[src/rtl/sum_scale_fifo_pkg.sv]
// Purpose: shared widths, saturation limits, result word type and the scale/round/saturate helper.
// Latency: n/a (types and a combinational function only).
// Backpressure: n/a.
package sum_scale_fifo_pkg;

  localparam int SUM_W           = 15;
  localparam int OUT_W           = 12;
  localparam int SAT_MAX         = 2047;
  localparam int SAT_MIN         = -2048;
  localparam int ADD_LAT_DEFAULT = 5;
  // Internal width for the rounded sum: the 15-bit sum plus the rounding
  // constant cannot overflow 17 signed bits.
  localparam int CALC_W          = 17;

  typedef struct packed {
    logic             sat;
    logic [OUT_W-1:0] data;
  } res_t;

  // Round half toward +inf, arithmetic right shift, then clamp to OUT_W signed.
  function automatic res_t scale_sat(input logic signed [SUM_W-1:0] s,
                                     input logic [1:0]              sh);
    logic signed [CALC_W-1:0] t;
    logic signed [CALC_W-1:0] r;
    res_t                     o;
    t = CALC_W'(s);
    if (sh != 2'd0) begin
      t = t + (CALC_W'(1) << (sh - 2'd1));
    end
    r = t >>> sh;
    if (int'(r) > SAT_MAX) begin
      o.sat  = 1'b1;
      o.data = OUT_W'(SAT_MAX);
    end else if (int'(r) < SAT_MIN) begin
      o.sat  = 1'b1;
      o.data = OUT_W'(SAT_MIN);
    end else begin
      o.sat  = 1'b0;
      o.data = r[OUT_W-1:0];
    end
    return o;
  endfunction

endpackage

[src/rtl/sum_scale_fifo_if.sv]
// Purpose: bundles the adder-tree input side and the FIFO output side of sum_scale_fifo.
// Latency: n/a (wires only).
// Backpressure: out_ready from the consumer; the producer side has none (excess results are dropped).
// Ports: master = stimulus/consumer side, slave = sum_scale_fifo.
interface sum_scale_fifo_if
  import sum_scale_fifo_pkg::*;
#(
  parameter int DEPTH = 4
);
  logic                           in_valid;
  logic signed [SUM_W-1:0]        sum;
  logic [1:0]                     shift;
  logic                           out_ready;
  logic                           clr_drop;
  logic                           out_valid;
  logic signed [OUT_W-1:0]        out_data;
  logic                           out_sat;
  logic [$clog2(DEPTH):0]         level;
  logic                           drop;

  modport master (
    output in_valid, sum, shift, out_ready, clr_drop,
    input  out_valid, out_data, out_sat, level, drop
  );

  modport slave (
    input  in_valid, sum, shift, out_ready, clr_drop,
    output out_valid, out_data, out_sat, level, drop
  );
endinterface

[src/rtl/sync_fifo.sv]
// Purpose: single-clock FIFO, DEPTH words of WIDTH bits, power-of-two DEPTH >= 2.
// Latency: a pushed word is visible at pop_dat on the cycle after the push edge.
// Backpressure: push is refused when full unless a pop happens on the same edge.
// Ports: push/push_dat write side, pop/pop_dat read side (pop_dat reads 0 when empty), full, empty, level.
module sync_fifo #(
  parameter int WIDTH = 8,
  parameter int DEPTH = 4
) (
  input  logic                     clk,
  input  logic                     rst_n,
  input  logic                     push,
  input  logic [WIDTH-1:0]         push_dat,
  input  logic                     pop,
  output logic [WIDTH-1:0]         pop_dat,
  output logic                     full,
  output logic                     empty,
  output logic [$clog2(DEPTH):0]   level
);
  localparam int AW = $clog2(DEPTH);
  localparam int LW = AW + 1;

  logic [WIDTH-1:0] mem [DEPTH];
  logic [AW-1:0]    wr_ptr;
  logic [AW-1:0]    rd_ptr;
  logic             push_acc;
  logic             pop_acc;

  assign full     = (level == LW'(DEPTH));
  assign empty    = (level == '0);
  assign pop_acc  = pop && !empty;
  // A full FIFO still takes a word when the head leaves on the same edge.
  assign push_acc = push && (!full || pop_acc);
  // Storage is not reset, so the head is masked to keep reset/empty reads at 0.
  assign pop_dat  = empty ? '0 : mem[rd_ptr];

  always_ff @(posedge clk) begin
    if (push_acc) begin
      mem[wr_ptr] <= push_dat;
    end
  end

  always_ff @(posedge clk or negedge rst_n) begin
    if (!rst_n) begin
      wr_ptr <= '0;
      rd_ptr <= '0;
      level  <= '0;
    end else begin
      if (push_acc) wr_ptr <= wr_ptr + AW'(1);
      if (pop_acc)  rd_ptr <= rd_ptr + AW'(1);
      case ({push_acc, pop_acc})
        2'b10:   level <= level + LW'(1);
        2'b01:   level <= level - LW'(1);
        default: level <= level;
      endcase
    end
  end
endmodule

[src/rtl/sum_scale_fifo.sv]
// Purpose: aligns in_valid with the adder-tree sum, scales/rounds/saturates it and queues the result.
// Latency: ADD_LAT+1 cycles from in_valid to out_valid on an empty FIFO (no bypass).
// Backpressure: out_ready pops the head; a result arriving while full (and no pop) is dropped and sets sticky drop.
// Ports: clk, rst_n (async active-low), bus (slave modport of sum_scale_fifo_if).
module sum_scale_fifo
  import sum_scale_fifo_pkg::*;
#(
  parameter int ADD_LAT = ADD_LAT_DEFAULT,
  parameter int DEPTH   = 4
) (
  input  logic             clk,
  input  logic             rst_n,
  sum_scale_fifo_if.slave  bus
);
  logic [ADD_LAT-1:0] vld_pipe;
  logic               aligned;
  logic               pop;
  logic               full;
  logic               empty;
  logic               refused;
  res_t               res;
  res_t               head;

  // Last stage is high exactly in the cycle the matching sum leaves the adder tree.
  always_ff @(posedge clk or negedge rst_n) begin
    if (!rst_n) begin
      vld_pipe <= '0;
    end else begin
      vld_pipe[0] <= bus.in_valid;
      for (int i = 1; i < ADD_LAT; i++) begin
        vld_pipe[i] <= vld_pipe[i-1];
      end
    end
  end

  assign aligned = vld_pipe[ADD_LAT-1];
  assign res     = scale_sat(bus.sum, bus.shift);
  assign pop     = bus.out_ready && !empty;
  assign refused = aligned && full && !pop;

  sync_fifo #(
    .WIDTH ($bits(res_t)),
    .DEPTH (DEPTH)
  ) u_fifo (
    .clk      (clk),
    .rst_n    (rst_n),
    .push     (aligned),
    .push_dat (res),
    .pop      (pop),
    .pop_dat  (head),
    .full     (full),
    .empty    (empty),
    .level    (bus.level)
  );

  // A discard in the same cycle as clr_drop keeps the flag set.
  always_ff @(posedge clk or negedge rst_n) begin
    if (!rst_n) begin
      bus.drop <= 1'b0;
    end else if (refused) begin
      bus.drop <= 1'b1;
    end else if (bus.clr_drop) begin
      bus.drop <= 1'b0;
    end
  end

  assign bus.out_valid = !empty;
  assign bus.out_data  = head.data;
  assign bus.out_sat   = head.sat;
endmodule

[src/flat_wrapper.sv]
// flat-port wrapper written by rule: the top's interface ports become plain ports
module sum_scale_fifo_flat import sum_scale_fifo_pkg::*;
#(
  parameter int ADD_LAT = ADD_LAT_DEFAULT,
  parameter int DEPTH   = 4
)
  (clk, rst_n, bus_in_valid, bus_sum, bus_shift, bus_out_ready, bus_clr_drop, bus_out_valid, bus_out_data, bus_out_sat, bus_level, bus_drop);
  sum_scale_fifo_if #(.DEPTH(DEPTH)) bus_i ();
  input  logic clk;
  input  logic rst_n;
  input wire logic [$bits(bus_i.in_valid)-1:0] bus_in_valid;
  input wire logic [$bits(bus_i.sum)-1:0] bus_sum;
  input wire logic [$bits(bus_i.shift)-1:0] bus_shift;
  input wire logic [$bits(bus_i.out_ready)-1:0] bus_out_ready;
  input wire logic [$bits(bus_i.clr_drop)-1:0] bus_clr_drop;
  output wire logic [$bits(bus_i.out_valid)-1:0] bus_out_valid;
  output wire logic [$bits(bus_i.out_data)-1:0] bus_out_data;
  output wire logic [$bits(bus_i.out_sat)-1:0] bus_out_sat;
  output wire logic [$bits(bus_i.level)-1:0] bus_level;
  output wire logic [$bits(bus_i.drop)-1:0] bus_drop;
  assign bus_i.in_valid = bus_in_valid;
  assign bus_i.sum = bus_sum;
  assign bus_i.shift = bus_shift;
  assign bus_i.out_ready = bus_out_ready;
  assign bus_i.clr_drop = bus_clr_drop;
  assign bus_out_valid = bus_i.out_valid;
  assign bus_out_data = bus_i.out_data;
  assign bus_out_sat = bus_i.out_sat;
  assign bus_level = bus_i.level;
  assign bus_drop = bus_i.drop;
  sum_scale_fifo #(.ADD_LAT(ADD_LAT), .DEPTH(DEPTH)) u_core (.clk(clk), .rst_n(rst_n), .bus(bus_i));
endmodule
[config.mk]
export PLATFORM = sky130hd
export DESIGN_NAME = sum_scale_fifo_flat
export DESIGN_NICKNAME = d
export VERILOG_FILES = /design/src/rtl/sum_scale_fifo_pkg.sv /design/src/rtl/sum_scale_fifo_if.sv /design/src/rtl/sync_fifo.sv /design/src/rtl/sum_scale_fifo.sv /design/src/flat_wrapper.sv
export SDC_FILE = /design/constraint.sdc
export NUM_CORES = 1
export LEC_CHECK = 0
export CORE_MARGIN = 4
export CORE_UTILIZATION = 51
export DETAILED_ROUTE_END_ITERATION = 8
export HOLD_SLACK_MARGIN = 0.12
export PLACE_DENSITY_LB_ADDON = 0.25
export SKIP_CTS_REPAIR_TIMING = 1
export SLEW_MARGIN = 25
export SYNTH_ARGS = -nofsm -noshare
export SYNTH_HDL_FRONTEND = slang
export SYNTH_SLANG_ARGS = --single-unit
[constraint.sdc]
create_clock -name clk -period 2 [get_ports clk]
set_input_delay 0.5 -clock clk [delete_from_list [all_inputs] [get_ports clk]]
set_output_delay 0.5 -clock clk [all_outputs]
set_load 0.1 [all_outputs]
======== Yosys cells after proc, flatten, opt, wreduce, memory -nomap -nowiden ========
Memory sizes are Yosys's and may differ from the RTL's.
Cells that the tools add are included.
storage, ports and cells
  bits in writable memories ............... 52
  logic and storage cells ................. 41
  input bits .............................. 22
  register bits ........................... 13
  memories ................................ 1
  output and inout port bits .............. 18
cells by class
  mux-type cells .......................... 9
  add/sub/neg operators ................... 6
  shift operators ......................... 2
  equality and inequality tests ........... 3
  $lt $le $gt $ge ......................... 2
  reduce and logical (&&, ||, !) cells .... 13
memories
  memory             words  width  read ports  clocked after memory_dff  write ports  line             source
  u_core.u_fifo.mem  4      13     1           0                         1            sync_fifo.sv:22  logic [WIDTH-1:0] mem [DEPTH];
operator list
  operator              count
  $mux 13               3
  $add 15x17->17        1
  $gt 17x12->1 const B  1
  $lt 17x12->1 const B  1
  $mux 17               1
  $shl 1x2->17 const A  1
  $sshr 17x2->17        1
  $pmux 3 s2            1
  $reduce_bool 2->1     3
  $logic_and 1x1->1     5
  $add 2x1->2 const B   2
  $mux 1                4
  $add 3x1->3 const B   1
  $eq 3x3->1 const B    1
  $logic_not 1->1       3
  $logic_not 3->1       1
  $sub 3x1->3 const B   1
  $eq 2x1->1 const B    1
  $eq 2x2->1 const B    1
  $sub 2x1->2 const B   1
  $logic_or 1x1->1      1

======== Longest topological paths before layout ========
Gate-level depths: netlist of run 1.
  word-level depth ........................ 8
  mapped depth ............................ 13
  mapped depth without buffers ............ 11

======== Hierarchy ========
From an unflattened synthesis of run 1, not the netlist that was laid out.
second synthesis, totals
  cells, all modules ...................... 318
  area total of the unflattened synthesis .. 3822.4 µm²
by module, submodules not included
  module          area each (µm²)  cells an instance  times used  sequential area each (µm²)
  sync_fifo       2477.4           135                1           1736.7
  sum_scale_fifo  1345.0           183                1           150.1

======== Least setup slack after synthesis of run 1 ========
Ideal clock, no wire load.
  path kind ............................... register -> output
  start point ............................. reg u_core.u_fifo.level[0]
  end point ............................... out bus_out_data[10]
  required time ........................... 1.500 ns
  stages on the path, launching flop included .. 4
  path buffers ............................ 1
  data arrival time ....................... 3.077 ns
  path slack .............................. -1.577 ns
  path through ............................ dfrtp_1 > or3_1 > clkbuf_1 > and2_1
between the ends
  word-level cells in the longest chain between the ends .. 2
ends and longest elaborated chain
  element                 line                source
  start, declared         sync_fifo.sv:17     output logic [$clog2(DEPTH):0] level
  start signal, assigned  sync_fifo.sv:51     2'b10: level <= level + LW'(1);
  start signal, assigned  sync_fifo.sv:52     2'b01: level <= level - LW'(1);
  start signal, assigned  sync_fifo.sv:53     default: level <= level;
  $logic_not 3->1         sync_fifo.sv:29     assign empty = (level == '0);
  $mux 13                 sync_fifo.sv:34     assign pop_dat = empty ? '0 : mem[rd_ptr];
  end, declared           flat_wrapper.sv:17  output wire logic [$bits(bus_i.out_data)-1:0] bus_out_data;
No other way between the ends.

==> results of run 1 <==
-- power breakdown --
part           internal [mW]  switching [mW]
Combinational           2.25            3.02
Clock                  0.442           0.457
Sequential              1.84           0.200
-- Yosys cell counts (4+ instances only) --
master    count  share of area [%]
nor3_1        6               0.85
inv_1        16                1.7
mux4_2       14                8.9
xnor2_1      13                3.2
nor2_1       13                1.4
ha_1          8                2.8
mux2i_1       5                1.4
edfxtp_1     52                 44
xor2_1        5                1.2
nand2_1      28                3.0
o21ai_0       6               0.85
a21oi_1      15                2.1
dfrtp_1      13                9.2
and2_1       18                3.2
a211oi_1      4               0.85
a31oi_1       6                1.1
clkbuf_1      9               0.95
-- final timing paths --
path / to / slack, ns / cells after the start
max: u_core.u_fifo.mem[1][3]$_DFFE_PP_ / -0.78 / 13
min: u_core.vld_pipe[4]$_DFF_PN0_ / 0.36 / 0
max reg2reg: u_core.u_fifo.level[2]$_DFFE_PN0P_ / -0.19 / 10
min reg2reg: u_core.vld_pipe[4]$_DFF_PN0_ / 0.36 / 0
max in group asynchronous: u_core.u_fifo.level[0]$_DFFE_PN0P_ / 1.01 / 1
min in group asynchronous: u_core.vld_pipe[4]$_DFF_PN0_ / 0.54 / 1
-- cells in the final DEF (no fill, tap or decap), types with 3 or more instances in the layout --
cell and count:
clkbuf_16 3, ha_1 4, edfxtp_1 52, o21ai_2 3, a21oi_4 8, o211ai_1 3, dfrtp_1 8, ha_4 4
xor2_1 5, dlymetal6s2s_1 4, inv_2 4, and2_4 15, clkbuf_1 3, o21ai_0 5, clkdlybuf4s50_1 15, a31oi_4 4
mux2i_1 5, buf_6 8, a21oi_1 6, buf_4 56, buf_12 26, xnor2_1 13, mux4_2 14, nand2_1 27
inv_1 10, a211oi_1 3, nor3_2 5, clkinv_2 4, nor2_1 8, clkbuf_8 9, and2_1 4, dfrtp_4 3
nor2_2 4
-- registers in the layout (all words and copies together), names as in the netlist --
signal	cells
u_core.bus.drop	1
u_core.u_fifo.level	3
u_core.u_fifo.mem	52
u_core.u_fifo.rd_ptr	2
u_core.u_fifo.wr_ptr	2
u_core.vld_pipe	5
-- final cells by class --
| type | instances | area share (%) |
|---|---|---|
| clock inverter | 4 | 0.3617 |
| clock buffer | 12 | 2.442 |
| tap | 96 | 2.170 |
| sequential | 65 | 34.34 |
| timing repair buffer | 112 | 23.60 |
| multi-input combinational | 189 | 35.70 |
| inverter | 17 | 1.379 |
-- metrics by stage --
step / setup TNS, ns / power (mW) / hold WS (ns)
CTS: -59.37 / 7.808 / 0.3497
global placement: -74.71 / 6.837 / 0.3339
detailed placement: -80.55 / 6.924 / 0.3347
floorplan: -42.61 / 5.163 / 0.2044
global route: -40.07 / 8.503 / 0.3655
finish: -35.13 / 8.199 / 0.3607
-- layer usage --
metal | part of all wire, % | up-vias
met1 | 40 | 1362
li1 | - | 1286
met2 | 54 | 100
met3 | 4.3 | 15
met5 | 0 | -
met4 | 1.7 | 0
-- cells by family (layout without fill, tap and decap cells) --
group	Yosys count	count (layout)	synth area share [%]
flops	65	65	53.15
buf+inv	29	145	3.419
xor+xnor	18	18	4.441
mux	19	19	10.29
simple gates	88	88	13.78
fa+ha+maj	10	10	3.948
compound gates	54	54	10.96
==> metrics, run 1 <==
CTS Buffer Depth=2; drt first pass iters=5; fin util=81.45%; via/cell ratio=between 5 and 6; Reg clk slew, reported paths=roughly 0.07 ns; Setup Skew=0.01427 ns; row count=30; Final period util=138.8%; minimum clock period=2.776 ns; CP Cell Sequence=buf_6 > buf_6 > clkinv_4 > nand2_4 > fa_2 > nand2b_4 > a21o_4 > buf_4 > nor3_2 > xnor2_1 > nand2_1 > a31oi_1 > a21oi_4; fin nets=426; max cap viols=0; Clock Latency Late Sink=0.33 ns; routed len/inst=19.08 um; number of clock sinks=65; Slew @ Worst Pin=0.5889 ns; Crit Path Max Fanout=5; Post-synth EDFFs=52; crit path max-delay cell type=a31oi_1; Placement Cell Area=0.004916 mm^2; met3 Usage GRT=3.977%; crit path DAT=2.83 ns; final std cells w/o fill=495; Peak VDD IR=0.0006087 V; crit end category=flip-flop; routed wire length=9.447 mm; outcome=finished with violations; top_reg_cell synth=edfxtp_1; worst setup slack after placement=-1.474 ns; count of cell types in the netlist=56; # DRC=0; DIE AREA=roughly 0.0084 mm^2; Synth warnings=0; synthesized area per cell=roughly 13 um^2; Final Hold Viols=0; slowest stage delay, CP=0.42 ns; most frequent CP cell=buf_6; Gate Count Post-Synth=283; CTS root buf=clkbuf_8; FF-to-FF Start=u_core.u_fifo.level[1]$_DFFE_PN0P_; post-route ant nets=0; met2 Usage GRT=31.04%; Cell Area, Synth=0.003550 mm^2; final slew viol count=0; largest net degree at the start of global routing=24; CTS buffer count=9; Buf+Inv Stages, Crit Path=4; RSZ-0062 raised after global routing=true; asr flop ratio synth=20.00%; Final setup viols=68; Req. time, crit path=roughly 2.1 ns; vias in the first global route=2598; core region area=0.006794 mm^2; P_leak=2.120 nW; Worst Hold Class=reg2reg; Buffers on Ports=39; Placer Congestion=0.9021; fin area=0.005534 mm^2; initial DRC count=211; Max-slew headroom=60.62%; Initial Utilization=52.25%; first-pass GRT wire length=12.22 mm; min-delay src=u_core.vld_pipe[3]$_DFF_PN0_; diode count=0; met1 Use GR=23.74%; multi-input logic area=0.001976 mm^2; CTS H-tree lvls=3; Die Ht=91.43 um; crit path kind=in2reg; P&R area growth vs syn=55.90%; post-synthesis sequential area ratio=53.15%; crit start category=input port; global route overflow=0; pwr dens=1482 mW/mm^2; FMAX=approximately 0.36 GHz; initial antenna violation count=0; syn nets=315; TritonCTS clock tree=done; FF+latch count, synth=65; DP HPWL=5.747 mm; failing checks=negative setup slack; final worst setup slack=-0.7764 ns; vias=2763; Crit path max-delay family=compound AO/OA/AOI/OAI gates; share of cells above drive strength 1=50.88%; chip width=91.43 um; All-Layer GR Usage=about a fifth; # placed instances=464; Ports=40; Sequential Area=0.001901 mm^2; Most Used Layer, Global Route=met2; fill count=about 370; Crit. Startpoint=bus_shift[0]
Power figures use the tool's default switching activity.
==> run 2, diff against run 1 <==
- GPL_TIMING_DRIVEN: not set -> 0
==> run 2 against run 1 <==
Count of clock-buffer cells in the layout grew 1. The run still ends with negative setup slack left. Highest routed layer unchanged. Clock power rose by 9.7%. Clock skew down 0.0083 ns. Largest power group unchanged.
==> metrics, run 2 (same netlist as run 1, synthesis figures left out) <==
most common library cell in the layout ignoring fill and taps=edfxtp_1; commonest non-fill, non-tap cells in the layout=edfxtp_1, nand2_1, buf_4, buf_12, and2_4; RSZ-0062 raised after global routing=true; pwr dens=1531 mW/mm^2; DP HPWL=5.262 mm; FF-to-FF End=u_core.u_fifo.level[2]$_DFFE_PN0P_; minimum clock period=roughly 2.7 ns; vias in the first global route=about 2400; Slew @ Worst Pin=0.6952 ns; number of clock sinks=65; Placer Congestion=0.8802; failing checks=negative setup slack; slowest stage delay, CP=0.39 ns; max cap viols=0; first-pass GRT wire length=about 11 mm; crit path max-delay cell type=fa_2; TritonCTS clock tree=done; Final Hold Viols=0; final worst setup slack=-0.7145 ns; initial DRC count=125; CTS H-tree lvls=3; Final setup viols=68; drt first pass iters=5; Setup Skew=0.005973 ns; Reg with most FFs=u_core.u_fifo.mem; fill count=374; min-delay src=u_core.vld_pipe[0]$_DFF_PN0_; FF-to-FF Start=u_core.u_fifo.level[0]$_DFFE_PN0P_; Buffers on Ports=38; Reg clk slew, reported paths=roughly 0.07 ns; CTS buffer count=9; final slew viol count=0; overall power=about 8 mW; initial antenna violation count=0; P&R area growth vs syn=47.09%; Crit Path Max Fanout=7; reg2reg path depth=9; Die Ht=91.43 um; hold path depth=0; Max-slew headroom=53.65%; via/cell ratio=5.475; crit path kind=in2reg; FMAX=~0.37 GHz; Ports=40; fin nets=~390; Initial Utilization=between 50% and 60%; chip width=between 90 and 100 um; core region area=0.006794 mm^2; crit path DAT=around 2.8 ns; Req. time, crit path=between 2 and 2.5 ns; diode count=0; CTS root buf=clkbuf_8; CTS Buffer Depth=2; Hold Path End=u_core.vld_pipe[1]$_DFF_PN0_; fin area=0.005221 mm^2; routed wire length=7.907 mm; row count=30; share of cells above drive strength 1=between 40% and 50%; Placement Cell Area=between 0.004 and 0.005 mm^2; All-Layer GR Usage=17.60%; Buf+Inv Stages, Crit Path=3; global route overflow=0; Final period util=135.7%; routed len/inst=17.15 um; CP Cell Sequence=buf_12 > clkbuf_16 > nand2_8 > fa_2 > nand2b_4 > a21o_4 > o31a_1 > nor3_4 > nor3_2 > o21ai_4 > buf_6 > a31oi_4; setup_tns=-36.85 ns; post-route ant nets=0; Peak VDD IR=around 0.00078 V; # DRC=0; crit end category=flip-flop; Clock Latency Late Sink=between 0.3 and 0.4 ns; largest net degree at the start of global routing=14; R2R setup slack=-0.08 ns; vias=2524; flip-flop count of the largest register after layout=52; crit start category=input port; outcome=finished with violations; Worst Hold Class=reg2reg; P_leak=1.994 nW; Top Registers=u_core.u_fifo.mem x52, u_core.vld_pipe x5, u_core.u_fifo.level x3; Crit path max-delay family=compound AO/OA/AOI/OAI gates; DIE AREA=0.008359 mm^2
==> run 2: cell count changes in the layout (fill, tap and decap cells not counted), sizes merged <==
cell,previous run,this run
dlymetal6s2s,4,11
buf,90,49
clkdlybuf4s50,15,7
clkinvlp,0,1
clkbuf,15,24
inv,16,14
==> run 2: cell type report <==
| cell class | count | area, um^2 | share of cell area [%] |
|---|---|---|---|
| Tap cell | 96 | 120.1 | 2.300 |
| Clock buffer | 13 | 170.2 | 3.259 |
| Multi-Input combinational cell | 189 | 1974 | 37.81 |
| Clock inverter | 3 | 13.76 | 0.2636 |
| Timing Repair Buffer | 67 | 814.5 | 15.60 |
| Buffer | 11 | 137.6 | 2.636 |
| Inverter | 17 | 92.59 | 1.773 |
| Sequential cell | 65 | 1898 | 36.35 |
==> run 2: worst max path at each step <==
stage                                                   start                           endpoint  slack, ns  cells past startpoint
final                                            bus_shift[1]  u_core.u_fifo.mem[0][8]$_DFFE_PP_      -0.71                     12
after global routing                             bus_shift[1]  u_core.u_fifo.mem[0][8]$_DFFE_PP_      -0.78                     12
after CTS                 u_core.u_fifo.rd_ptr[1]$_DFFE_PN0P_                    bus_out_data[5]      -1.48                      4
after detailed placement                         bus_shift[1]  u_core.u_fifo.mem[0][3]$_DFFE_PP_      -1.77                     11
after global placement                           bus_shift[1]  u_core.u_fifo.mem[0][6]$_DFFE_PP_      -1.74                     11
after floorplan                                  bus_shift[0]  u_core.u_fifo.mem[0][2]$_DFFE_PP_      -0.87                     11
==> run 2: through the flow <==
step	util, %	setup slack [ns]	hold slack (ns)	instances
global placement	63.37	-1.744	0.3323	417
global route	76.85	-0.7821	0.3633	461
finish	76.85	-0.7145	0.3541	461
CTS	66.08	-1.484	0.3579	433
detailed placement	63.37	-1.769	0.3434	417
floorplan	-	-0.8726	0.2044	283
==> run 2: report_power, final <==
group          total [mW]  switching, mW  leakage, nW  internal [mW]
logic                5.02           2.97         1.27           2.05
clock network       0.987          0.435       0.0960          0.551
registers            1.99          0.150        0.631           1.84
total                8.00           3.56         1.99           4.44
==> run 2: per-layer routing <==
layer  part of all wire (%)  track usage [%]
met3                    3.8            3.728
met4                    1.8            6.156
met1                     41            22.44
met5                      0                0
met2                     53            29.64
==> run 2: worst reg2reg max path: cells and delay by family (launching register included) <==
kind          cells  cell delay (ns)
fa+ha+maj         2             0.34
simple gates      3             0.65
xor+xnor          2             0.28
flops             1             0.51
buf+inv           2             0.20
==> run 3, diff against run 2 <==
- GPL_TIMING_DRIVEN: 0 -> not set
==> results of run 3 <==
Final layout, timing and power as in run 1 (identical DEF).
